### src/rtl/dmem_bridge_pkg.sv
// dmem_bridge_pkg: shared types and constants for the data-memory bridge.
//   state_e    - main access FSM (IDLE -> WAIT -> DONE)
//   wb_state_e - posted write buffer FSM (EMPTY -> REQ -> PEND)
//   BE_ALL     - full-word byte-lane mask used for loads
package dmem_bridge_pkg;

  typedef enum logic [1:0] {
    ST_IDLE = 2'd0,
    ST_WAIT = 2'd1,
    ST_DONE = 2'd2
  } state_e;

  typedef enum logic [1:0] {
    WB_EMPTY = 2'd0,
    WB_REQ   = 2'd1,
    WB_PEND  = 2'd2
  } wb_state_e;

  localparam logic [3:0] BE_ALL = 4'b1111;

endpackage

### src/rtl/dmem_bridge_if.sv
// dmem_bridge_if: request/response data bus between the bridge (master)
// and the memory system (slave).
//   req/wr/be/addr/wdata - request channel, valid while req is high
//   addr_ok              - request accepted this cycle (qualified by req)
//   data_ok/rdata        - response: read data valid or write complete
// Byte enables use big-endian lane order: be[3] = byte offset 0 = data[31:24].
interface dmem_bridge_if #(
  parameter int ADDR_WIDTH = 32
);
  logic                  req;
  logic                  wr;
  logic [3:0]            be;
  logic [ADDR_WIDTH-1:0] addr;
  logic [31:0]           wdata;
  logic                  addr_ok;
  logic                  data_ok;
  logic [31:0]           rdata;

  modport master (
    output req, wr, be, addr, wdata,
    input  addr_ok, data_ok, rdata
  );

  modport slave (
    input  req, wr, be, addr, wdata,
    output addr_ok, data_ok, rdata
  );
endinterface

### src/rtl/dmem_wbuf.sv
// dmem_wbuf: one-entry posted write buffer. A push captures a store and the
// buffer then owns the bus until that write completes.
//   clk, rst          - clock, synchronous active-high reset
//   push              - capture push_* (only honoured while empty)
//   push_addr/be/wdata- word-aligned store request
//   addr_ok, data_ok  - bus handshakes, only observed in REQ / PEND
//   busy              - buffer holds a write (not yet data_ok'd)
//   req, addr, be, wdata - bus request fields while busy
module dmem_wbuf
  import dmem_bridge_pkg::*;
#(
  parameter int ADDR_WIDTH = 32
) (
  input  logic                  clk,
  input  logic                  rst,
  input  logic                  push,
  input  logic [ADDR_WIDTH-1:0] push_addr,
  input  logic [3:0]            push_be,
  input  logic [31:0]           push_wdata,
  input  logic                  addr_ok,
  input  logic                  data_ok,
  output logic                  busy,
  output logic                  req,
  output logic [ADDR_WIDTH-1:0] addr,
  output logic [3:0]            be,
  output logic [31:0]           wdata
);

  wb_state_e state_q, state_d;

  always_comb begin
    state_d = state_q;
    unique case (state_q)
      WB_EMPTY: if (push)    state_d = WB_REQ;
      WB_REQ:   if (addr_ok) state_d = WB_PEND;
      WB_PEND:  if (data_ok) state_d = WB_EMPTY;
      default:               state_d = WB_EMPTY;
    endcase
  end

  always_ff @(posedge clk) begin
    if (rst) state_q <= WB_EMPTY;
    else     state_q <= state_d;
  end

  // NOTE: the payload needs no reset; it is only observed while state_q says
  // the entry is valid, and leaving it out keeps the reset net small.
  always_ff @(posedge clk) begin
    if (state_q == WB_EMPTY && push) begin
      addr  <= push_addr;
      be    <= push_be;
      wdata <= push_wdata;
    end
  end

  // The entry stays busy through PEND so a following access cannot overtake it.
  assign busy = (state_q != WB_EMPTY);
  assign req  = (state_q == WB_REQ);

endmodule

### src/rtl/dmem_bridge.sv
// dmem_bridge: converts the memory stage's single-cycle access into a
// request/response bus transfer, stalling the pipeline while it is in flight.
//   clk, rst   - pipeline clock, synchronous active-high reset
//   mem_en     - access valid; mem_wen == 0 means load, else store mask
//   mem_addr   - byte address (low two bits ignored, word aligned on the bus)
//   mem_wdata  - lane-replicated store data
//   mem_rdata  - registered full read word (captured on load data_ok)
//   mem_stall  - freeze the pipeline registers
//   bus        - dmem_bridge_if master port
// Build option: DMEM_BRIDGE_WBUF_EN adds a one-entry posted write buffer
// (dmem_wbuf) giving zero-stall stores; without it stores behave like loads.
module dmem_bridge
  import dmem_bridge_pkg::*;
#(
  parameter int ADDR_WIDTH = 32
) (
  input  logic                  clk,
  input  logic                  rst,
  input  logic                  mem_en,
  input  logic [3:0]            mem_wen,
  input  logic [ADDR_WIDTH-1:0] mem_addr,
  input  logic [31:0]           mem_wdata,
  output logic [31:0]           mem_rdata,
  output logic                  mem_stall,
  dmem_bridge_if.master         bus
);

  logic                  is_store;
  logic [ADDR_WIDTH-1:0] word_addr;
  logic [1:0]            unused_addr_lsb;

  assign is_store        = mem_en & (mem_wen != 4'b0000);
  assign word_addr       = {mem_addr[ADDR_WIDTH-1:2], 2'b00};
  assign unused_addr_lsb = mem_addr[1:0];

  state_e state_q, state_d;
  logic   fsm_req;
  logic   load_q;

  // Write-buffer view seen by the main FSM and the bus mux.
  logic                  wb_busy;
  logic                  wb_req;
  logic                  post_store;
  logic [ADDR_WIDTH-1:0] wb_addr;
  logic [3:0]            wb_be;
  logic [31:0]           wb_wdata;

`ifdef DMEM_BRIDGE_WBUF_EN
  // A store is posted only from IDLE into an empty buffer; otherwise it waits.
  assign post_store = is_store & ~wb_busy & (state_q == ST_IDLE);

  dmem_wbuf #(
    .ADDR_WIDTH (ADDR_WIDTH)
  ) u_wbuf (
    .clk        (clk),
    .rst        (rst),
    .push       (post_store),
    .push_addr  (word_addr),
    .push_be    (mem_wen),
    .push_wdata (mem_wdata),
    .addr_ok    (bus.addr_ok),
    .data_ok    (bus.data_ok),
    .busy       (wb_busy),
    .req        (wb_req),
    .addr       (wb_addr),
    .be         (wb_be),
    .wdata      (wb_wdata)
  );
`else
  assign post_store = 1'b0;
  assign wb_busy    = 1'b0;
  assign wb_req     = 1'b0;
  assign wb_addr    = '0;
  assign wb_be      = '0;
  assign wb_wdata   = '0;
`endif

  // NOTE: every output of this block is assigned a default first, so no path
  // through the case statement can leave a latch behind.
  always_comb begin
    state_d   = state_q;
    fsm_req   = 1'b0;
    mem_stall = 1'b0;
    unique case (state_q)
      ST_IDLE: begin
        if (mem_en && !post_store) begin
          mem_stall = 1'b1;
          // An older posted write must finish before anything new is issued.
          if (!wb_busy) begin
            fsm_req = 1'b1;
            if (bus.addr_ok) state_d = ST_WAIT;
          end
        end
      end
      ST_WAIT: begin
        mem_stall = 1'b1;
        if (bus.data_ok) state_d = ST_DONE;
      end
      // One non-stalled cycle lets the M stage advance without re-issuing.
      ST_DONE: state_d = ST_IDLE;
      default: state_d = ST_IDLE;
    endcase
    if (rst) mem_stall = 1'b0;
  end

  // NOTE: state registers use non-blocking assignments so every flop samples
  // the pre-edge values regardless of process evaluation order.
  always_ff @(posedge clk) begin
    if (rst) begin
      state_q   <= ST_IDLE;
      load_q    <= 1'b0;
      mem_rdata <= '0;
    end else begin
      state_q <= state_d;
      if (state_q == ST_IDLE && fsm_req && bus.addr_ok) load_q <= ~is_store;
      if (state_q == ST_WAIT && bus.data_ok && load_q)  mem_rdata <= bus.rdata;
    end
  end

  // The buffer owns the bus whenever it holds a write.
  assign bus.req   = ~rst & (wb_busy ? wb_req : fsm_req);
  assign bus.wr    = wb_busy ? 1'b1     : is_store;
  assign bus.be    = wb_busy ? wb_be    : (is_store ? mem_wen : BE_ALL);
  assign bus.addr  = wb_busy ? wb_addr  : word_addr;
  assign bus.wdata = wb_busy ? wb_wdata : mem_wdata;

endmodule

### src/flat_wrapper.sv
// flat-port wrapper written by rule: the top's interface ports become plain ports
module dmem_bridge_flat import dmem_bridge_pkg::*;
#(
  parameter int ADDR_WIDTH = 32
)
  (clk, rst, mem_en, mem_wen, mem_addr, mem_wdata, mem_rdata, mem_stall, bus_req, bus_wr, bus_be, bus_addr, bus_wdata, bus_addr_ok, bus_data_ok, bus_rdata);
  dmem_bridge_if #(.ADDR_WIDTH(ADDR_WIDTH)) bus_i ();
  input  logic clk;
  input  logic rst;
  input  logic mem_en;
  input  logic [3:0] mem_wen;
  input  logic [ADDR_WIDTH-1:0] mem_addr;
  input  logic [31:0] mem_wdata;
  output logic [31:0] mem_rdata;
  output logic mem_stall;
  output wire logic [$bits(bus_i.req)-1:0] bus_req;
  output wire logic [$bits(bus_i.wr)-1:0] bus_wr;
  output wire logic [$bits(bus_i.be)-1:0] bus_be;
  output wire logic [$bits(bus_i.addr)-1:0] bus_addr;
  output wire logic [$bits(bus_i.wdata)-1:0] bus_wdata;
  input wire logic [$bits(bus_i.addr_ok)-1:0] bus_addr_ok;
  input wire logic [$bits(bus_i.data_ok)-1:0] bus_data_ok;
  input wire logic [$bits(bus_i.rdata)-1:0] bus_rdata;
  assign bus_req = bus_i.req;
  assign bus_wr = bus_i.wr;
  assign bus_be = bus_i.be;
  assign bus_addr = bus_i.addr;
  assign bus_wdata = bus_i.wdata;
  assign bus_i.addr_ok = bus_addr_ok;
  assign bus_i.data_ok = bus_data_ok;
  assign bus_i.rdata = bus_rdata;
  dmem_bridge #(.ADDR_WIDTH(ADDR_WIDTH)) u_core (.clk(clk), .rst(rst), .mem_en(mem_en), .mem_wen(mem_wen), .mem_addr(mem_addr), .mem_wdata(mem_wdata), .mem_rdata(mem_rdata), .mem_stall(mem_stall), .bus(bus_i));
endmodule
### config.mk
export PLATFORM = sky130hd
export DESIGN_NAME = dmem_bridge_flat
export DESIGN_NICKNAME = d
export VERILOG_FILES = /design/src/rtl/dmem_bridge_pkg.sv /design/src/rtl/dmem_bridge_if.sv /design/src/rtl/dmem_wbuf.sv /design/src/rtl/dmem_bridge.sv /design/src/flat_wrapper.sv
export SDC_FILE = /design/constraint.sdc
export NUM_CORES = 1
export LEC_CHECK = 0
export ABC_CLOCK_PERIOD_IN_PS = 3000
export CAP_MARGIN = 25
export CORE_MARGIN = 8
export CORE_UTILIZATION = 29
export DETAILED_ROUTE_END_ITERATION = 6
export PLACE_DENSITY = 0.87
export SLEW_MARGIN = 10
export SYNTH_ARGS = -nofsm -noshare
export SYNTH_HDL_FRONTEND = slang
export SYNTH_SLANG_ARGS = --single-unit
### constraint.sdc
create_clock -name clk -period 3 [get_ports clk]
set_input_delay 0.45 -clock clk [delete_from_list [all_inputs] [get_ports clk]]
set_output_delay 0.45 -clock clk [all_outputs]
set_load 0.01 [all_outputs]
; ---- Word-level counts from Yosys, hierarchy flattened
; Cells that the tools add are included.
[word_totals]
ff_bits = 35
input_bits = 105
wordCells = 27
[op_classes]
eq_ne = 4
muxes = 9
n_bitwise = 4
n_reduce_logical = 7
[op_table]
columns = cell, n
row1 = $mux 2, 3
row2 = $ne 2x2->1 const B, 3
row3 = $logic_and 1x1->1, 4
row4 = $mux 4, 1
row5 = $pmux 2 s2, 1
row6 = $reduce_bool 4->1, 1
row7 = $mux 1, 3
row8 = $reduce_and 3->1, 1
row9 = $and 1x1->1, 2
row10 = $eq 2x1->1 const B, 1
row11 = $logic_not 2->1, 1
row12 = $not 1->1, 2
row13 = $pmux 1 s2, 1

; ---- Depth between registers and ports, before layout
[logic_depth]
word_depth = 4
ltp_mapped = 5
ltp_nobuf = 3

; ---- Least setup slack after synthesis
; No wires, ideal clock.
[synth_path]
kind = input -> output
start = input mem_wen[1]
end = output bus_be[0]
t_arrival_ns = 1.164
setup_slack_ns = 1.386
stages = 2
n_path_buf = 0
cell_sequence = o41ai_1 > or2_2
[synth_between]
elab_chain_cells = 3
[synth_rtl]
columns = element, line
row1 = start: declaration, flat_wrapper.sv:11  ; input logic [3:0] mem_wen;
row2 = $reduce_bool 4->1, dmem_bridge.sv:32  ; assign is_store = mem_en & (mem_wen != 4'b0000);
row3 = $and 1x1->1, dmem_bridge.sv:32
row4 = $mux 4, dmem_bridge.sv:123  ; assign bus.be = wb_busy ? wb_be : (is_store ? mem_wen : BE_ALL);
row5 = end: declaration, flat_wrapper.sv:18  ; output wire logic [$bits(bus_i.be)-1:0] bus_be;
; No other way between the ends.

; ---- Final worst setup path
[layout_path]
start = input mem_wen[1]
end = output bus_be[2]
; The elaborated chain is that of the path after synthesis.

==> run_results.csv <==
group,metric,value,unit
power_and_ir_drop,leakage,0.7571,nW
global_routing,grt_usage,10.00,%
global_routing,grt.overflow.total,0,
cts,cts_max_level,2,
layout,finalNonFillerCells,320,
layout,fin_nets,349,
placed_design,gp_congestion,0.7168,
layout,syn2layout_area_growth,28.64,%
power_and_ir_drop,total_power,0.9277,mW
cts,hold_buffers,0,
setup_path,crit_arrival,2.24,ns
setup_path,cp_slowest_stage_delay,0.59,ns
drt,viasPerCell,4.469,
setup_path,cp_slowest_cell,"o41ai_1",
cts,numCtsBuffers,5,
power_and_ir_drop,swShare,20.67,%
global_routing,antenna_found_initial,0,
drt,routed_wirelength,4.552,mm
setup_path,crit_top_cell,"clkdlybuf4s50_1",
drt,first_iter_violations,28,
layout,postLayoutCoreUtil,38.48,%
sta,fin_tns_setup,0,ns
power_and_ir_drop,p_per_area,409.6,mW/mm²
power_and_ir_drop,internal_power,0.7360,mW
die,die_y,93.92,µm
worst_hold_path,hp-class,"reg2reg",
sta,rsz0062_at_grt,"false",
setup_path,crit_type,"in2out",
cts,clkTransAtPathRegs,0.07,ns
placed_design,io_buffers,79,
setup_path,startpoint_type,"input port",
sta,min_period_over_period,89.69,%
setup_path,crit_chain,"clkdlybuf4s50_1, o41ai_1, or2_2, clkdlybuf4s50_1",
sta,finClkSkew,0.002785,ns
die,dieArea,0.008820,mm²
setup_path,cp-end-kind,"output port",
synthesis,yosys.cell_types.count,19,
sta,setup_ws,0.3094,ns
cts,clk_latency,0.28,ns
placed_design,place_area,0.002161,mm²
job,drv_cap,0,
synthesis,syn_area_per_cell,7.755,µm²
cts,cts_num_sinks,35,
layout,final_area,0.002265,mm²
sta,worst_pin_slew,0.5702,ns
layout,fill_cells,608,
placed_design,place.detailed.hpwl,3.558,mm
layout,drive_gt1_share,7.347,%
global_routing,grt_pass1_wl,6.975,mm
setup_path,path_buf_inv,2,
cts,cts_resized,0,
die,die_x,93.92,µm
setup_path,cp_max_fo,5,
drt,ant_nets,0,
power_and_ir_drop,ir_worst_vdd,0.1346,mV
drt,num_vias,1430,
synthesis,yosys_warnings,0,
placed_design,place_ws,0.3184,ns
power_and_ir_drop,power.share.clock,40.0,%
cts,cts_root_buffer,"clkbuf_8",
cts,clk_path_buf_depth,2,
placed_design,post-place-cells,312,
power_and_ir_drop,p_comb_share,9.6,%
sta,slew_violations,0,
sta,hold_ws,0.4535,ns
sta,setup_violations,0,
die,core_area,0.005886,mm²
die,ioPinCount,208,
sta,hold_viol,0,
status,outcome,"complete, no violations",
synthesis,ys_seq_area_share,39.80,%
cts,cts_tree,"done",
layout,antenna_cells,0,
setup_path,required,2.55,ns
cts,cts_setup_buffers,0,
power_and_ir_drop,p_sw,0.1917,mW
drt,drc,0,
synthesis,ys_ff_latch,35,
setup_path,critical-path-top-delay-family,"buffers and inverters",
drt,dr.pass1.iters,4,
global_routing,first_global_vias,1403,
drt,post_drt_wl_per_cell,14.23,µm
synthesis,synthCells,227,
die,fp-row-count,28,
power_and_ir_drop,seqPwrFrac,50.4,%
sta,slew_headroom,61.49,%
synthesis,synth_area,0.001760,mm²
sta,layout_min_cycle_time,2.691,ns
sta,timing.fmax,371.7,MHz
global_routing,grt_max_degree,29,
die,start_util,29.91,%
-- cells by family after synthesis --
| logic type | count (synthesis) | share of synthesized area [%] |
|---|---|---|
| other | 1 | 0.2130 |
| flip-flops | 35 | 39.80 |
| buffers and inverters | 76 | 30.06 |
| AO/OA/AOI/OAI | 35 | 10.16 |
| AND/OR/NAND/NOR | 80 | 19.76 |
-- state kept, by name (all words and copies together) (netlist names) --
| register | cells |
|---|---|
| u_core.load_q | 1 |
| u_core.state_q | 2 |
| u_core.mem_rdata | 32 |
-- final timing paths --
check | slack, ns | end | start | depth (start not counted)
worst max-delay path | 0.31 | bus_be[2] | mem_wen[1] | 4
worst min-delay path | 0.45 | u_core.mem_rdata[11] | u_core.mem_rdata[11] | 2
worst max register to register | 1.65 | u_core.load_q | u_core.state_q[0] | 3
worst min register to register | 0.45 | u_core.mem_rdata[11] | u_core.mem_rdata[11] | 2
-- layout make-up --
class,instances,area [µm²],share of cell area [%]
clock buffers,7,96.34,4.254
inverters,1,3.754,0.1657
clock inverters,1,7.507,0.3315
repair buffers,84,828.3,36.57
well taps,75,93.84,4.144
flip-flops and latches,35,700.7,30.94
multi-input cells,117,534.3,23.59
-- Yosys cell counts (all sizes together) --
cell type / n / share of area [%]
conb: 1 / 0.21
dfxtp: 35 / 40
or2: 4 / 1.4
nand4bb: 1 / 0.64
a21oi: 34 / 9.7
nand2: 66 / 14
and4b: 1 / 0.57
clkbuf: 7 / 1.5
buf: 68 / 28
nand4b: 1 / 0.50
or4b: 1 / 0.57
o41ai: 1 / 0.50
nor3: 2 / 0.57
nor4b: 1 / 0.50
inv: 1 / 0.21
nor2: 2 / 0.43
or3b: 1 / 0.50
-- routing by layer --
layer  track usage [%]  share of wire [%]  vias up
met5                 0                  0        -
met2             16.69                 48       89
met3             6.235                 15       28
met4             6.341                3.5        0
li1                  -                  -      688
met1             8.924                 33      625
-- power groups by stage --
stage | registers [mW] | clock network, mW | logic (mW)
after global placement | 0.478 | 0 | 0.0887
after floorplan | 0.478 | 0 | 0.107
after detailed placement | 0.479 | 0 | 0.0896
final | 0.468 | 0.371 | 0.0888
after CTS | 0.468 | 0.394 | 0.0905
after global routing | 0.468 | 0.413 | 0.0959
-- worst register-to-register path: cells and delay by family, from the launching register on --
kind               cells  cell delay (ns)
DFF                    1             0.37
and+or+nand+nor        2             0.79
AOI/OAI and AO/OA      1             0.13
-- cell usage in the layout (no fill, tap or decap) --
cell type        instances
clkdlybuf4s50_1         79
nand2_1                 66
dfxtp_1                 35
a21oi_1                 34
clkbuf_8                 7
buf_4                    5
or2_2                    4
nor2_1                   2
nor3_1                   2
conb_1                   2
o41ai_1                  1
inv_1                    1
nor4b_1                  1
and4b_1                  1
nand4b_1                 1
nand4bb_1                1
or3b_2                   1
or4b_1                   1
clkinvlp_4               1
(Power assumes the default switching activity.)
